### src/rtl/apb_master_arbiter_pkg.sv
// Shared definitions for the APB master arbiter: FSM encodings, default bus
// widths shared with APB_BUS, and the round-robin index helper.
package apb_master_arbiter_pkg;

    typedef enum logic [1:0] {
        ARB_IDLE  = 2'd0,
        ARB_ISSUE = 2'd1,
        ARB_WAIT  = 2'd2,
        ARB_RESP  = 2'd3
    } arb_state_e;

    localparam int APB_ADDR_WIDTH_DEF = 4;
    localparam int APB_DATA_WIDTH_DEF = 32;
    localparam int APB_STRB_WIDTH_DEF = APB_DATA_WIDTH_DEF / 8;

    // Requester index reached by stepping 'off' places up from 'base', wrapping at 'modulus'.
    function automatic int wrap_idx(input int base, input int off, input int modulus);
        int sum;
        sum = base + off;
        if (sum >= modulus) sum = sum - modulus;
        return sum;
    endfunction

endpackage

### src/rtl/apb_master_arbiter_rr_priority_picker.sv
// Combinational round-robin picker: first asserted request at or above rr_ptr,
// wrapping around, reported as a one-hot grant and a binary index.
module rr_priority_picker
    import apb_master_arbiter_pkg::*;
#(
    parameter int NUM_REQ = 2,
    parameter int IDX_W   = 1
) (
    input  logic [NUM_REQ-1:0] req,
    input  logic [IDX_W-1:0]   rr_ptr,
    output logic [NUM_REQ-1:0] grant,
    output logic [IDX_W-1:0]   grant_idx,
    output logic               any_req
);

    always_comb begin : pick
        int cand;
        // NOTE: every output gets a default before the search so no path leaves one unassigned (no latch).
        cand      = 0;
        grant     = '0;
        grant_idx = '0;
        any_req   = 1'b0;
        for (int off = 0; off < NUM_REQ; off++) begin
            cand = wrap_idx(int'(rr_ptr), off, NUM_REQ);
            if (!any_req && req[cand]) begin
                any_req     = 1'b1;
                grant[cand] = 1'b1;
                grant_idx   = IDX_W'(cand);
            end
        end
    end

endmodule

### src/rtl/apb_master_arbiter.sv
// Round-robin arbiter sharing one APB_BUS master between NUM_REQ requesters;
// one transfer in flight at a time, response routed back to the granted requester.
module apb_master_arbiter
    import apb_master_arbiter_pkg::*;
#(
    parameter int NUM_REQ        = 2,
    parameter int ADDR_WIDTH     = APB_ADDR_WIDTH_DEF,
    parameter int DATA_WIDTH     = APB_DATA_WIDTH_DEF,
    parameter int STRB_WIDTH     = APB_STRB_WIDTH_DEF,
    parameter int TIMEOUT_CYCLES = 16
) (
    input  logic                          PCLK,
    input  logic                          PRESET,
    input  logic [NUM_REQ-1:0]            req_valid,
    input  logic [NUM_REQ*ADDR_WIDTH-1:0] req_addr,
    input  logic [NUM_REQ-1:0]            req_write,
    input  logic [NUM_REQ*DATA_WIDTH-1:0] req_wdata,
    input  logic [NUM_REQ*STRB_WIDTH-1:0] req_strb,
    output logic [NUM_REQ-1:0]            req_ready,
    output logic [NUM_REQ-1:0]            rsp_valid,
    output logic [DATA_WIDTH-1:0]         rsp_rdata,
    output logic                          rsp_slverr,
    output logic                          Transfer,
    output logic [ADDR_WIDTH-1:0]         IN_ADDR,
    output logic [DATA_WIDTH-1:0]         IN_DATA,
    output logic                          IN_WRITE,
    output logic [STRB_WIDTH-1:0]         IN_STRB,
    input  logic                          PENABLE,
    input  logic                          PREADY,
    input  logic [DATA_WIDTH-1:0]         PRDATA,
    input  logic                          PSLVERR,
    output logic                          busy,
    output logic                          wait_timeout
);

    localparam int IDX_W = $clog2(NUM_REQ);
    localparam int CNT_W = $clog2(TIMEOUT_CYCLES + 1);

    arb_state_e         state, state_next;
    logic [IDX_W-1:0]   rr_ptr, grant_idx, pick_idx;
    logic [NUM_REQ-1:0] pick_oh;
    logic               pick_any;
    logic [CNT_W-1:0]   wait_cnt;
    logic               bus_done;

    rr_priority_picker #(
        .NUM_REQ (NUM_REQ),
        .IDX_W   (IDX_W)
    ) u_picker (
        .req       (req_valid),
        .rr_ptr    (rr_ptr),
        .grant     (pick_oh),
        .grant_idx (pick_idx),
        .any_req   (pick_any)
    );

    assign bus_done = PENABLE && PREADY;

    always_comb begin
        state_next = state;
        req_ready  = '0;
        rsp_valid  = '0;
        Transfer   = 1'b0;
        case (state)
            ARB_IDLE: begin
                // A grant during reset would be lost at the edge, so never advertise one.
                if (pick_any && !PRESET) begin
                    req_ready  = pick_oh;
                    state_next = ARB_ISSUE;
                end
            end
            ARB_ISSUE: begin
                Transfer   = 1'b1;
                state_next = ARB_WAIT;
            end
            ARB_WAIT: begin
                if (bus_done) state_next = ARB_RESP;
            end
            ARB_RESP: begin
                rsp_valid[grant_idx] = 1'b1;
                state_next           = ARB_IDLE;
            end
            default: state_next = ARB_IDLE;
        endcase
    end

    // NOTE: state registers use non-blocking assignments so every flop samples pre-edge values.
    always_ff @(posedge PCLK) begin
        if (PRESET) begin
            state      <= ARB_IDLE;
            rr_ptr     <= '0;
            grant_idx  <= '0;
            IN_ADDR    <= '0;
            IN_DATA    <= '0;
            IN_WRITE   <= 1'b0;
            IN_STRB    <= '0;
            rsp_rdata  <= '0;
            rsp_slverr <= 1'b0;
            wait_cnt   <= '0;
        end else begin
            state <= state_next;
            if (state == ARB_IDLE && pick_any) begin
                grant_idx <= pick_idx;
                IN_ADDR   <= req_addr[pick_idx*ADDR_WIDTH +: ADDR_WIDTH];
                IN_DATA   <= req_wdata[pick_idx*DATA_WIDTH +: DATA_WIDTH];
                IN_WRITE  <= req_write[pick_idx];
                IN_STRB   <= req_strb[pick_idx*STRB_WIDTH +: STRB_WIDTH];
            end
            if (state == ARB_WAIT && bus_done) begin
                rsp_rdata  <= PRDATA;
                rsp_slverr <= PSLVERR;
            end
            if (state == ARB_RESP)
                rr_ptr <= (grant_idx == IDX_W'(NUM_REQ - 1)) ? '0 : grant_idx + 1'b1;
            // Counts WAIT cycles including the current one; saturates, no abort.
            if (state_next == ARB_WAIT) begin
                if (wait_cnt != CNT_W'(TIMEOUT_CYCLES)) wait_cnt <= wait_cnt + 1'b1;
            end else begin
                wait_cnt <= '0;
            end
        end
    end

    assign busy         = (state != ARB_IDLE);
    assign wait_timeout = (wait_cnt >= CNT_W'(TIMEOUT_CYCLES));

endmodule

### config.mk
export PLATFORM = sky130hd
export DESIGN_NAME = apb_master_arbiter
export DESIGN_NICKNAME = d
export VERILOG_FILES = /design/src/rtl/apb_master_arbiter_pkg.sv /design/src/rtl/apb_master_arbiter_rr_priority_picker.sv /design/src/rtl/apb_master_arbiter.sv
export SDC_FILE = /design/constraint.sdc
export NUM_CORES = 1
export LEC_CHECK = 0
export ABC_AREA = 1
export ABC_CLOCK_PERIOD_IN_PS = 2000
export BUFFER_PORTS_ARGS = -buffer_cell sky130_fd_sc_hd__buf_2
export CAP_MARGIN = 20
export CORE_MARGIN = 10
export CORE_UTILIZATION = 30
export DETAILED_ROUTE_END_ITERATION = 10
export GPL_TIMING_DRIVEN = 0
export PLACE_DENSITY = 0.56
export SLEW_MARGIN = 20
export SYNTH_ARGS = -nofsm -noshare
export SYNTH_HDL_FRONTEND = slang
export SYNTH_SLANG_ARGS = --single-unit
### constraint.sdc
create_clock -name PCLK -period 2 [get_ports PCLK]
set_input_delay 0.5 -clock PCLK [delete_from_list [all_inputs] [get_ports PCLK]]
set_output_delay 0.5 -clock PCLK [all_outputs]
set_load 0.01 [all_outputs]
After elaboration in Yosys (flattened, before gate mapping)
Cells that the tools add are included.

word-level totals
  register bits after elaboration = 83
  input bits = 121
  output and inout bits = 81

operators by class
  equality and inequality tests = 5
  mux-type cells = 30
  $lt $le $gt $ge = 10
  shift operators = 3
  bitwise logic cells = 2
  add/subtract/negate cells = 5
  reductions and logical operators = 13

operator list
  operator                 count
  $ge A32 B1 Y1 const B    2
  $lt A32 B3 Y1 const B    2
  $mux W32                 2
  $shiftx A64 B7 Y32       1
  $ge A32 B3 Y1 const B    1
  $sub A32 B3 Y32 const B  1
  $mux W1                  17
  $shiftx A8 B4 Y4         2
  $mux W2                  7
  $logic_and A1 B1 Y1      8
  $pmux W2 S4              1
  $eq A2 B2 Y1 const B     3
  $add A5 B1 Y5 const B    1
  $ge A5 B5 Y1 const B     1
  $ne A5 B5 Y1 const B     1
  $lt A1 B2 Y1 const B     2
  $demux W1 S1             3
  $sub A1 B2 Y3 const B    1
  $add A1 B1 Y2 const B    1
  $eq A2 B1 Y1 const B     1
  $ge A1 B2 Y1 const B     1
  $logic_not A1 Y1         2
  $logic_not A2 Y1         1
  $or A2 B2 Y2             1
  other kinds (5)          5

Depth between registers and ports, before layout
  depth after elaboration = 15
  gate-level depth with buffers = 9
  mapped depth without buffers = 9

Cells and area by module
From an unflattened synthesis, not the netlist that was laid out.

unflattened totals
  cell total of the unflattened synthesis = 503
  area, all modules = 3,895.0 sq um

by module, submodules not included
  module              instances  area an instance (sq um)  cells an instance  seq. area each (sq um)
  apb_master_arbiter  1          3,839.9                   489                1,661.6
  rr_priority_picker  1          55.1                      14                 0.0

Worst setup path before layout
No wires, ideal clock.

  path type = reg-to-output
  start = register state[0]
  end = output req_ready[0]
  cell stages (with the launch flop) = 7
  data arrival time = 1.233 ns
  setup slack = 0.267 ns
  cells stage by stage = dfxtp_1 > inv_1 > ha_1 > inv_1 > nor2_1 > nand2_1 > a21oi_1

between the ends
  longest elaborated chain between the ends = 2

RTL lines
  element                 line                       source
  start, declared         apb_master_arbiter.sv:39   arb_state_e state, state_next;
  start signal, assigned  apb_master_arbiter.sv:101  state <= state_next;
  $logic_not A2 Y1        apb_master_arbiter.sv:64   case (state)
  $mux W2                 apb_master_arbiter.sv:64
  end, declared           apb_master_arbiter.sv:19   output logic [NUM_REQ-1:0] req_ready,

Every way passes these cells.

Worst setup path in the final report
  start = register state[1]
  end = output req_ready[1]

The elaborated chain is that of the path after synthesis.

==> run_results.csv <==
group,metric,value,unit
sta,tightest_slew,0.4644,ns
synth,muxShareOfSynthArea,0,
power,power.total,5.033,mW
sta,min_period,1.897,ns
setup_path,crit_family,"buffers and inverters",
sta,setup_viol,0,
floorplanning,die_h,134.8,um
synth,syn_inst,571,
synth,synth.net_count,698,
global_route,antenna_found_initial,0,
final_layout,finish.instance_area,5540,sq um
setup_path,regToRegSetupSlack,0.52,ns
setup_path,cp_cell_sequence,"inv_2, ha_4, inv_1, nor2_4, inv_1, nor2_2, buf_2",
setup_path,critical_path_class,"reg -> out",
clock_network,cts_buffers,9,
route,drc,0,
synth,synthSimpleGateAreaFrac,0.2282,
sta,fin_crit_sh,0.9486,
global_route,grt_max_degree,17,
sta,finalHoldViolCount,0,
clock_network,cts_tree,"done",
floorplanning,num_rows,41,
setup_path,crit_buf_inv,4,
setup_path,end_kind,"primary output",
job,timing.max_cap.violations,0,
global_route,grt_pass1_vias,4293,
sta,max_freq,0.5271,GHz
clock_network,clock-root-buffer,"clkbuf_16",
power,switchingPower,1.518,mW
clock_network,clockBufferDepth,2,
global_route,grt_overflow_total,0,
power,p_int,3.515,mW
synth,ys_seq_elements,83,
sta,clock-skew-final,0.003425,ns
synth,synth_top_family_by_area,"simple AND/OR/NAND/NOR gates",
route,dr.first_iter.drc_count,145,
setup_path,cp_slowest_cell,"dfxtp_2",
synth,synth_top_area_cell,"dfxtp_1",
final_layout,layout_commonest_cell,"buf_2",
route,vias,4194,
place,dp.final_hpwl,10690,um
floorplanning,die-area,18170,sq um
sta,relSlewSlack,0.6904,
synth,ys_seq_area_frac,0.4204,
route,viasPerCell,4.369,
run_status,status,"finished clean",
place,place.gp.congestion,0.8277,
synth,synth.avg_cell_area,6.922,sq um
global_route,grt_first_pass_wirelength,20890,um
route,dr.pass1.iters,4,
synth,synth_area_leaders,"dfxtp_1 42%, inv_1 12%, nand3_1 11%",
sta,slew_violations,0,
clock_network,clock_latency,0.34,ns
global_route,grt_usage,0.1412,
route,avgRoutedWirePerCell,13.75,um
clock_network,clkSlewWorstSetupHoldPaths,0.06,ns
power,switching_share,0.3016,
final_layout,nNetsFinal,909,
hold_path,holdCritPathClass,"in -> reg",
setup_path,cpMostUsedCell,"inv_1",
place,placed_area,5164,sq um
final_layout,drive_gt1_frac,0.3329,
synth,synth_area,3953,sq um
floorplanning,initial_core_util,0.3094,
setup_path,max_stage_delay,0.33,ns
synth,netlist.area_leader.share,0.4204,
synth,synth_warnings,0,
route,ant_nets,0,
synth,synth-xor-area-share,0.004432,
setup_path,crit_arrival,1.40,ns
synth,synthAdderAreaFrac,0.01899,
setup_path,cp_max_fo,3,
final_layout,final_cell_mix,"213 x buf_2, 128 x inv_1, 91 x nand2_1",
sta,rsz0062_at_grt,"no",
floorplanning,die_w,134.8,um
clock_network,clock-sinks,83,
route,wirelength,13200,um
synth,synth-compound-area-share,0.1412,
power,power_density,908.5,nW/um^2
sta,setup-tns-final,0,ns
clock_network,cts_hold_buf,0,
power,peakVddDrop,0.3820,mV
power,p_clk_frac,0.360,
setup_path,crit_required,1.50,ns
final_layout,syn_to_final_growth,40.17,%
setup_path,worst_setup_path_start_kind,"flop",
power,power.share.combinational,0.254,
floorplanning,boundaryPins,202,
power,power_frac_seq,0.386,
synth,yosysUniqueCellTypes,26,
place,portBuffers,199,
power,p_leak,3.024,nW
floorplanning,core,12770,sq um
clock_network,h-tree-depth,3,
## synth_stat cells
master	count
nor2_1	10
clkinv_2	1
clkbuf_1	6
nand2_1	92
buf_2	15
xor2_1	2
nand3_1	90
o21ai_0	26
nand4_2	1
nand2_8	1
inv_4	1
clkbuf_2	2
inv_2	1
nand2_2	2
a211oi_1	1
o21ai_1	9
inv_1	130
buf_4	2
a21oi_1	75
nand2_4	1
buf_6	9
dfxtp_1	83
nand4_1	1
buf_1	3
ha_1	6
or2_2	1
## state kept, by name, summed over array words and instances, names as in the netlist
| signal | count |
|---|---|
| wait_cnt | 5 |
| rr_ptr | 1 |
| IN_ADDR | 4 |
| IN_WRITE | 1 |
| rsp_rdata | 32 |
| grant_idx | 1 |
| state | 2 |
| rsp_slverr | 1 |
| IN_DATA | 32 |
| IN_STRB | 4 |
## repair_timing
action / 4_1_cts / 5_1_grt
setup endpoints to repair: 2 / 2
cloned: 0 / 0
buffers inserted: 1 / 1
pin swaps: 2 / 2
resized for setup: 8 / 4
## kinds of logic (layout without fill, tap and decap cells)
| group | after synthesis | count (layout) |
|---|---|---|
| fa+ha+maj | 6 | 6 |
| buf+inv | 170 | 386 |
| compound gates | 111 | 111 |
| xor+xnor | 2 | 2 |
| flops | 83 | 83 |
| other cells | 0 | 1 |
| simple gates | 199 | 199 |
## metrics by stage
stage          worst slack [ns]  utilization  cells  hold WS [ns]
2_1_floorplan            0.2668            -    571        0.4576
3_3_place_gp            0.06666       0.4043    942        0.4277
3_5_place_dp            0.04298       0.4043    942        0.4359
4_1_cts                 0.03254       0.4322    958        0.4041
5_1_grt              0.00008771       0.4335    959        0.4216
6_report                 0.1027       0.4337    960        0.4174
## power by group through the flow
stage	Clock [mW]	Combinational, mW	Sequential [mW]
CTS	1.87	1.29	1.94
floorplan	0	0.684	2.05
global route	1.93	1.44	1.97
global placement	0	1.25	1.97
detailed placement	0	1.27	1.98
finish	1.81	1.28	1.94
## routing by layer
| metal | track usage | part of all wire |
|---|---|---|
| met1 | 0.1531 | 0.42 |
| met3 | 0.06825 | 0.12 |
| met2 | 0.2328 | 0.44 |
| met4 | 0.05381 | 0.014 |
| met5 | 0 | 0 |
## final timing paths
check / from / endpoint / depth (start not counted)
hold / removal: PRESET / state[1] / 2
setup / recovery: state[1] / req_ready[1] / 7
hold reg to reg: rsp_rdata[5] / rsp_rdata[5] / 2
setup reg to reg: state[0] / rsp_rdata[14] / 7
## final cells by class
| cell class | count | area (sq um) |
|---|---|---|
| Inverter | 133 | 503.0 |
| Antenna cell | 1 | 2.502 |
| Fill cell | 1356 | 7233 |
| Tap cell | 172 | 215.2 |
| Multi-Input combinational cell | 318 | 1587 |
| Buffer | 36 | 230.2 |
| Clock buffer | 10 | 239.0 |
| Sequential cell | 83 | 1664 |
| Clock inverter | 6 | 88.84 |
| Timing Repair Buffer | 201 | 1011 |
No activity file was read; power rests on OpenSTA's default activity.
